<file path="src/rtl/prio_enc_seq.sv">
// ---------------------------------------------------------------------------
// prio_enc_seq
//
// Sequential priority encoder. A WIDTH-bit request vector is captured on an
// accepted Load while idle, then handed out one index per Valid/Ready
// handshake in priority order until every set bit has been served. A
// one-cycle Done pulse marks the end of each burst, including empty loads.
//
// Build option:
//   PRIO_MSB_FIRST_EN  defined   -> highest set index wins (descending drain)
//                      undefined -> lowest set index wins (ascending drain)
//
// Ports:
//   CLK    in   1         clock, rising edge
//   RST_N  in   1         asynchronous active-low reset
//   EN     in   1         global enable, low freezes all state
//   Load   in   1         capture strobe, honoured only while idle
//   In     in   WIDTH     request vector, sampled on an accepted Load
//   Ready  in   1         consumer takes the current Y
//   Y      out  IDXW      index of the highest-priority pending request
//   Valid  out  1         Y carries a real index
//   Busy   out  1         burst in progress
//   Done   out  1         one-cycle pulse after a burst completes
//   Cnt    out  IDXW+1    indices accepted in the current or last burst
// ---------------------------------------------------------------------------
module prio_enc_seq #(
  parameter  int WIDTH = 8,
  localparam int IDXW  = $clog2(WIDTH)
) (
  input  logic              CLK,
  input  logic              RST_N,
  input  logic              EN,
  input  logic              Load,
  input  logic [WIDTH-1:0]  In,
  input  logic              Ready,
  output logic [IDXW-1:0]   Y,
  output logic              Valid,
  output logic              Busy,
  output logic              Done,
  output logic [IDXW:0]     Cnt
);

  typedef enum logic {
    IDLE,
    SCAN
  } state_e;

  state_e            state_q, state_d;
  logic [WIDTH-1:0]  pend_q,  pend_d;
  logic [IDXW:0]     cnt_q,   cnt_d;
  logic              done_q,  done_d;

  logic [IDXW-1:0]   selIdx;
  logic [WIDTH-1:0]  selMask;
  logic [WIDTH-1:0]  pendAfter;
  logic              accept;

  // Index select over the pending set. The loop direction makes the last
  // match the winner, so the scan order alone decides which end has priority.
  always_comb begin
    selIdx = '0;
`ifdef PRIO_MSB_FIRST_EN
    for (int i = 0; i < WIDTH; i++) begin
      if (pend_q[i]) selIdx = IDXW'(i);
    end
`else
    for (int i = WIDTH - 1; i >= 0; i--) begin
      if (pend_q[i]) selIdx = IDXW'(i);
    end
`endif
  end

  // Pending set as it will look once the current index is taken; an empty
  // result means this handshake finishes the burst.
  always_comb begin
    selMask   = {{(WIDTH-1){1'b0}}, 1'b1} << selIdx;
    pendAfter = pend_q & ~selMask;
    accept    = Valid && Ready;
  end

  // State and datapath registers. Done is registered so that a pulse already
  // scheduled still fires even if EN drops in the meantime.
  always_ff @(posedge CLK or negedge RST_N) begin
    if (!RST_N) begin
      state_q <= IDLE;
      pend_q  <= '0;
      cnt_q   <= '0;
      done_q  <= 1'b0;
    end else begin
      state_q <= state_d;
      pend_q  <= pend_d;
      cnt_q   <= cnt_d;
      done_q  <= done_d;
    end
  end

  // Next-state logic. With EN low nothing is accepted in either state, so
  // every register simply holds and no new Done is scheduled.
  always_comb begin
    state_d = state_q;
    pend_d  = pend_q;
    cnt_d   = cnt_q;
    done_d  = 1'b0;
    unique case (state_q)
      IDLE: begin
        if (EN && Load) begin
          pend_d = In;
          cnt_d  = '0;
          if (|In) begin
            state_d = SCAN;
          end else begin
            done_d = 1'b1;
          end
        end
      end
      SCAN: begin
        if (accept) begin
          pend_d = pendAfter;
          cnt_d  = cnt_q + {{IDXW{1'b0}}, 1'b1};
          if (pendAfter == '0) begin
            state_d = IDLE;
            done_d  = 1'b1;
          end
        end
      end
      default: state_d = IDLE;
    endcase
  end

  // Outputs depend only on registered state and EN, never on In, so the
  // consumer never sees a combinational path from the request bank.
  always_comb begin
    Busy  = (state_q == SCAN);
    Valid = (state_q == SCAN) && EN && (pend_q != '0);
    Y     = Valid ? selIdx : '0;
    Done  = done_q;
    Cnt   = cnt_q;
  end

endmodule

</file>
<file path="config.mk">
export PLATFORM = sky130hd
export DESIGN_NAME = prio_enc_seq
export DESIGN_NICKNAME = d
export VERILOG_FILES = /design/src/rtl/prio_enc_seq.sv
export SDC_FILE = /design/constraint.sdc
export NUM_CORES = 1
export LEC_CHECK = 0
export BUFFER_PORTS_ARGS = -buffer_cell sky130_fd_sc_hd__buf_2
export CAP_MARGIN = 20
export CORE_MARGIN = 2
export CORE_UTILIZATION = 50
export DETAILED_ROUTE_END_ITERATION = 6
export PLACE_DENSITY = 0.78
export SYNTH_ARGS = -nofsm -noshare
export SYNTH_HDL_FRONTEND = slang
export SYNTH_SLANG_ARGS = --single-unit
</file>
<file path="constraint.sdc">
create_clock -name CLK -period 2.2 [get_ports CLK]
set_input_delay 0.44 -clock CLK [delete_from_list [all_inputs] [get_ports CLK]]
set_output_delay 0.44 -clock CLK [all_outputs]
set_load 0.005 [all_outputs]
</file>
-- Word-level counts from Yosys, hierarchy flattened
Index checks and enable logic that the tools add are counted.
- register bits after elaboration: 14
- bits in latches: 0
- RAM bits: 0
- memory bits (read-only): 0
- input port bits: 13
- output and inout bits: 10
- word-level logic and storage cells: 44
- memories kept: 0
- $add $sub $neg: 1
- $mul: 0
- divide/modulo/power cells: 0
- magnitude comparators: 0
- equality and inequality tests: 2
- shift operators: 1
- muxes and demuxes: 25
- bitwise logic cells: 3
- reductions and logical operators: 8
- operator list (operator ; count):
    two-way mux 3 bit ; 9
    two-way mux 8 bit ; 2
    one-hot mux 8 bit (2 select lines) ; 1
    AND 8 bit ; 1
    zero test 8 bit ; 1
    two-way mux 1 bit ; 8
    two-way mux 4 bit ; 2
    inverter 8 bit ; 1
    one-hot mux 4 bit (2 select lines) ; 1
    nonzero test 8 bit ; 1
    OR reduction 8 bit ; 1
    left shift 1 x 3 -> 8 bit (first input constant) ; 1
    adder 4 x 1 -> 4 bit (second input constant) ; 1
    logical AND 1 bit ; 4
    one-hot mux 1 bit (2 select lines) ; 2
    inequality test 2 x 1 -> 1 bit (second input constant) ; 1
    inequality test 2 bit (second input constant) ; 1
    AND reduction 2 bit ; 1
    inverter 1 bit ; 1

-- Logic depth before layout (Yosys ltp)
- depth after elaboration: 15
- gate-level depth with buffers: 6
- gate-level depth less buffers: 4

-- Worst setup path before layout
OpenSTA, ideal clock, no wires.
- path type: register to output
- from: reg pend_q[2]
- to: out Y[2]
- data arrival time: 1331 ps
- required time: 1760 ps
- slack: 429 ps
- stages on the path, launching flop included: 5
- path buffers: 2
- cells stage by stage: dfrtp_1 > buf_6 > or4_1 > buf_2 > a211oi_1
- cells in the longest elaborated chain, start to end: 4
- elaborated cells on any way between the ends: 6
- classes of those cells: 4 x mux; 2 x reduce/logical
- ends and longest elaborated chain (element ; RTL line ; source):
    from (decl) ; 49 ; logic [WIDTH-1:0] pend_q, pend_d;
    from (signal assigned) ; 91 ; pend_q <= pend_d;
    two-way mux 3 bit (3 in a row) ; 68 ; if (pend_q[i]) selIdx = IDXW'(i);
    two-way mux 3 bit * ; 135 ; Y = Valid ? selIdx : '0;
    to (decl) ; 36 ; output logic [IDXW-1:0] Y,
Every way passes the cells marked *; elsewhere a longest branch is shown, timed or not.

-- Worst setup path in the final report
Same ends and word-level chain as after synthesis.

==> metrics.cfg <==
[status]
status = finished, final reports clean

[cells_and_area]
area_growth_syn_to_layout_pct = 16.5
fin_util_pct = 60.1
nets = 132
antenna_cells = 0
fill_cells = 153
drive_above_1_share_pct = 28.4
fin_cells = 133

[pwr]
cellPowerDensity_nw_per_um2 = 1330
peakVddDrop_v = 0.000718
p_leak_nw = 0.511
power_frac_seq_pct = 39.7
combPwrFrac_pct = 50.4
switching_share_pct = 43.6
p_clk_share_pct = 9.9
fin_total_pwr_w = 0.00134
p_switching_w = 0.000583
intPower_w = 0.000754

[sta]
max_freq_mhz = 475
fin_crit_ns = 2.11
slew-limit-headroom_pct = 62.8
period_share_pct = 95.7
finalMaxSlewViolations = 0
fin_skew_ns = 0.00582
finalSetupViolations = 0
hold_viol = 0
fin_tns_setup_ns = 0
worst_pin_slew_ns = 0.556
rsz0062_at_grt = false

[die]
coreArea_sq_um = 1670
dieWidth_um = 45.5
die-area_sq_um = 2070
rows = 15
die_height_um = 45.5
start_util_pct = 51.6
num_io_pins = 23

[critical_path]
crit_required_ns = 1.76
cp-end-kind = primary output
critPathLaunchType = flop
crit_buf_inv = 1
crit_type = reg2out
crit_fanout = 9
cp_data_arrival_time_ns = 1.67
critPathMaxStageDelay_ns = 0.58
cp_top_family = simple AND/OR/NAND/NOR gates
crit_chain = or4_1 -> a211oi_1 -> buf_2
cp_slowest_cell = or4_1

[yosys]
synth_seq_area_share_pct = 40.6
synth_fa_ha_area_share_pct = 1.45
synthCells = 94
synth_edf_count = 0
synth_seq_cells = 14
synth_xor_area_share_pct = 1.02
synth.most_common_cell = dfrtp_1
syn_nets = 108
ys_async_sr_fraction_pct = 100
synth_area_sq_um = 862
synth_common_cells = 14 x dfrtp_1, 11 x nand2_1, 9 x nor2_1, 6 x a21oi_1, 5 x mux2i_1
synth_compound_area_share_pct = 24.7
synth_top_family_by_area = compound AO/OA/AOI/OAI gates
yosysTopAreaCellShare_pct = 40.6
synth.largest_area_cell = dfrtp_1
avgSynthCellArea_sq_um = 9.17
yosys.area_share.simple_pct = 21.6
ys_warn_count = 0
synthTopCellsByArea = dfrtp_1 41%, mux2i_1 5.8%, nand2_1 4.8%
synth_cell_types = 38
muxShareOfSynthArea_pct = 5.81
ys.flop_type = dfrtp_1

[clock_network]
post_cts_buffers = 0
clk_latency_ns = 0.27
cts_sinks = 14
cts_hold_buf = 0
clockBufferDepth = 2
cts_root_buffer = clkbuf_4
cts.htree.levels = 1
ctsResizeCount = 0
cts_made_buffers = 3
tritoncts = yes
clkTransAtPathRegs_ns = 0.07

[global_routing]
track_usage_pct = 20.4
grt_max_degree = 15
antenna_found_initial = 0
overflow = 0
grt_pass1_vias = 662
grt_pass1_wl_mm = 3.02

[routing]
wl_mm = 1.96
wire_per_inst_um = 14.7
drt_iter0_drc = 20
firstDrtPassIters = 4
drc = 0
vias = 809
ant_nets = 0
vias_per_cell = 6.08

[place]
gp_congestion = 0.962
port_buffers = 22
hpwl_mm = 1.53
dp.cells = 129

[min_path]
min_path_type = in2async

[run]
drv_cap = 0

sequential cells by signal (all words and copies together), names as in the netlist:
signal  count
Done        1
pend_q      8
Cnt         4
Busy        1
stage by stage:
step	area [sq um]	setup slack, ns	hold slack, ns
6_report	1000	0.0943	0.0406
5_1_grt	1000	0.0226	0.0509
4_1_cts	997	0.0760	0.0429
3_5_place_dp	975	0.393	0.343
3_3_place_gp	975	0.418	0.342
2_1_floorplan	862	0.429	0.144
layer usage:
metal / GRT usage [%] / wire, um / vias up
li1: - / - / 397
met1: 28.2 / 847 / 382
met2: 30.4 / 958 / 28
met3: 7.94 / 142 / 2
met4: 3.53 / 10 / 0
met5: 0 / 0 / -
power by group through the flow:
stage               Sequential [W]  Clock, W  Combinational [W]
floorplan                 0.000463         0           0.000530
global route              0.000550  0.000152           0.000757
CTS                       0.000527  0.000140           0.000653
finish                    0.000531  0.000133           0.000674
detailed placement        0.000531         0           0.000649
global placement          0.000526         0           0.000640
cell families after synthesis:
logic type,Yosys count
muxes,5
and+or+nand+nor,35
xor gates and xnor gates,1
AOI/OAI and AO/OA,30
buffers and inverters,8
adders and majority gates,1
DFF,14
worst register-to-register path, delay by kind of cell (launching register included):
kind	cells	cell delay (ns)
AO/OA/AOI/OAI	2	0.79
flip-flops	1	0.53
buffers and inverters	1	0.16
AND/OR/NAND/NOR	2	0.19
final timing paths:
check / cells past startpoint / from / slack (ns) / endpoint
worst max register to register: 5 / pend_q[0]$_DFFE_PN0P_ / 0.41 / pend_q[2]$_DFFE_PN0P_
worst min-delay path: 1 / RST_N / 0.04 / pend_q[3]$_DFFE_PN0P_
worst min register to register: 1 / Cnt[3]$_DFFE_PN0P_ / 0.48 / Cnt[3]$_DFFE_PN0P_
min in group CLK: 2 / In[5] / 0.39 / pend_q[5]$_DFFE_PN0P_
worst max-delay path: 3 / pend_q[2]$_DFFE_PN0P_ / 0.09 / Y[2]
max in group asynchronous: 1 / RST_N / 1.93 / pend_q[6]$_DFFE_PN0P_
final cells by class:
cell class / instances / area (sq um) / area share (%)
repair buffers: 25 / 133 / 13.2
multi-input cells: 72 / 470 / 46.8
inverters: 2 / 7.51 / 0.747
clock buffers: 3 / 22.5 / 2.24
well taps: 17 / 21.3 / 2.12
flip-flops and latches: 14 / 350 / 34.9
placed cells by master (no fill, tap or decap), drive strengths merged, types with 2 or more instances in the layout:
| cell | n |
|---|---|
| nor4 | 3 |
| nor2 | 9 |
| clkbuf | 3 |
| a211o | 2 |
| nand3 | 3 |
| inv | 2 |
| a21oi | 7 |
| a211oi | 2 |
| mux2i | 5 |
| a31oi | 3 |
| o21ai | 6 |
| nand2 | 11 |
| a22o | 3 |
| nor3 | 2 |
| nand2b | 2 |
| buf | 25 |
| dfrtp | 14 |
(Power assumes the default switching activity.)
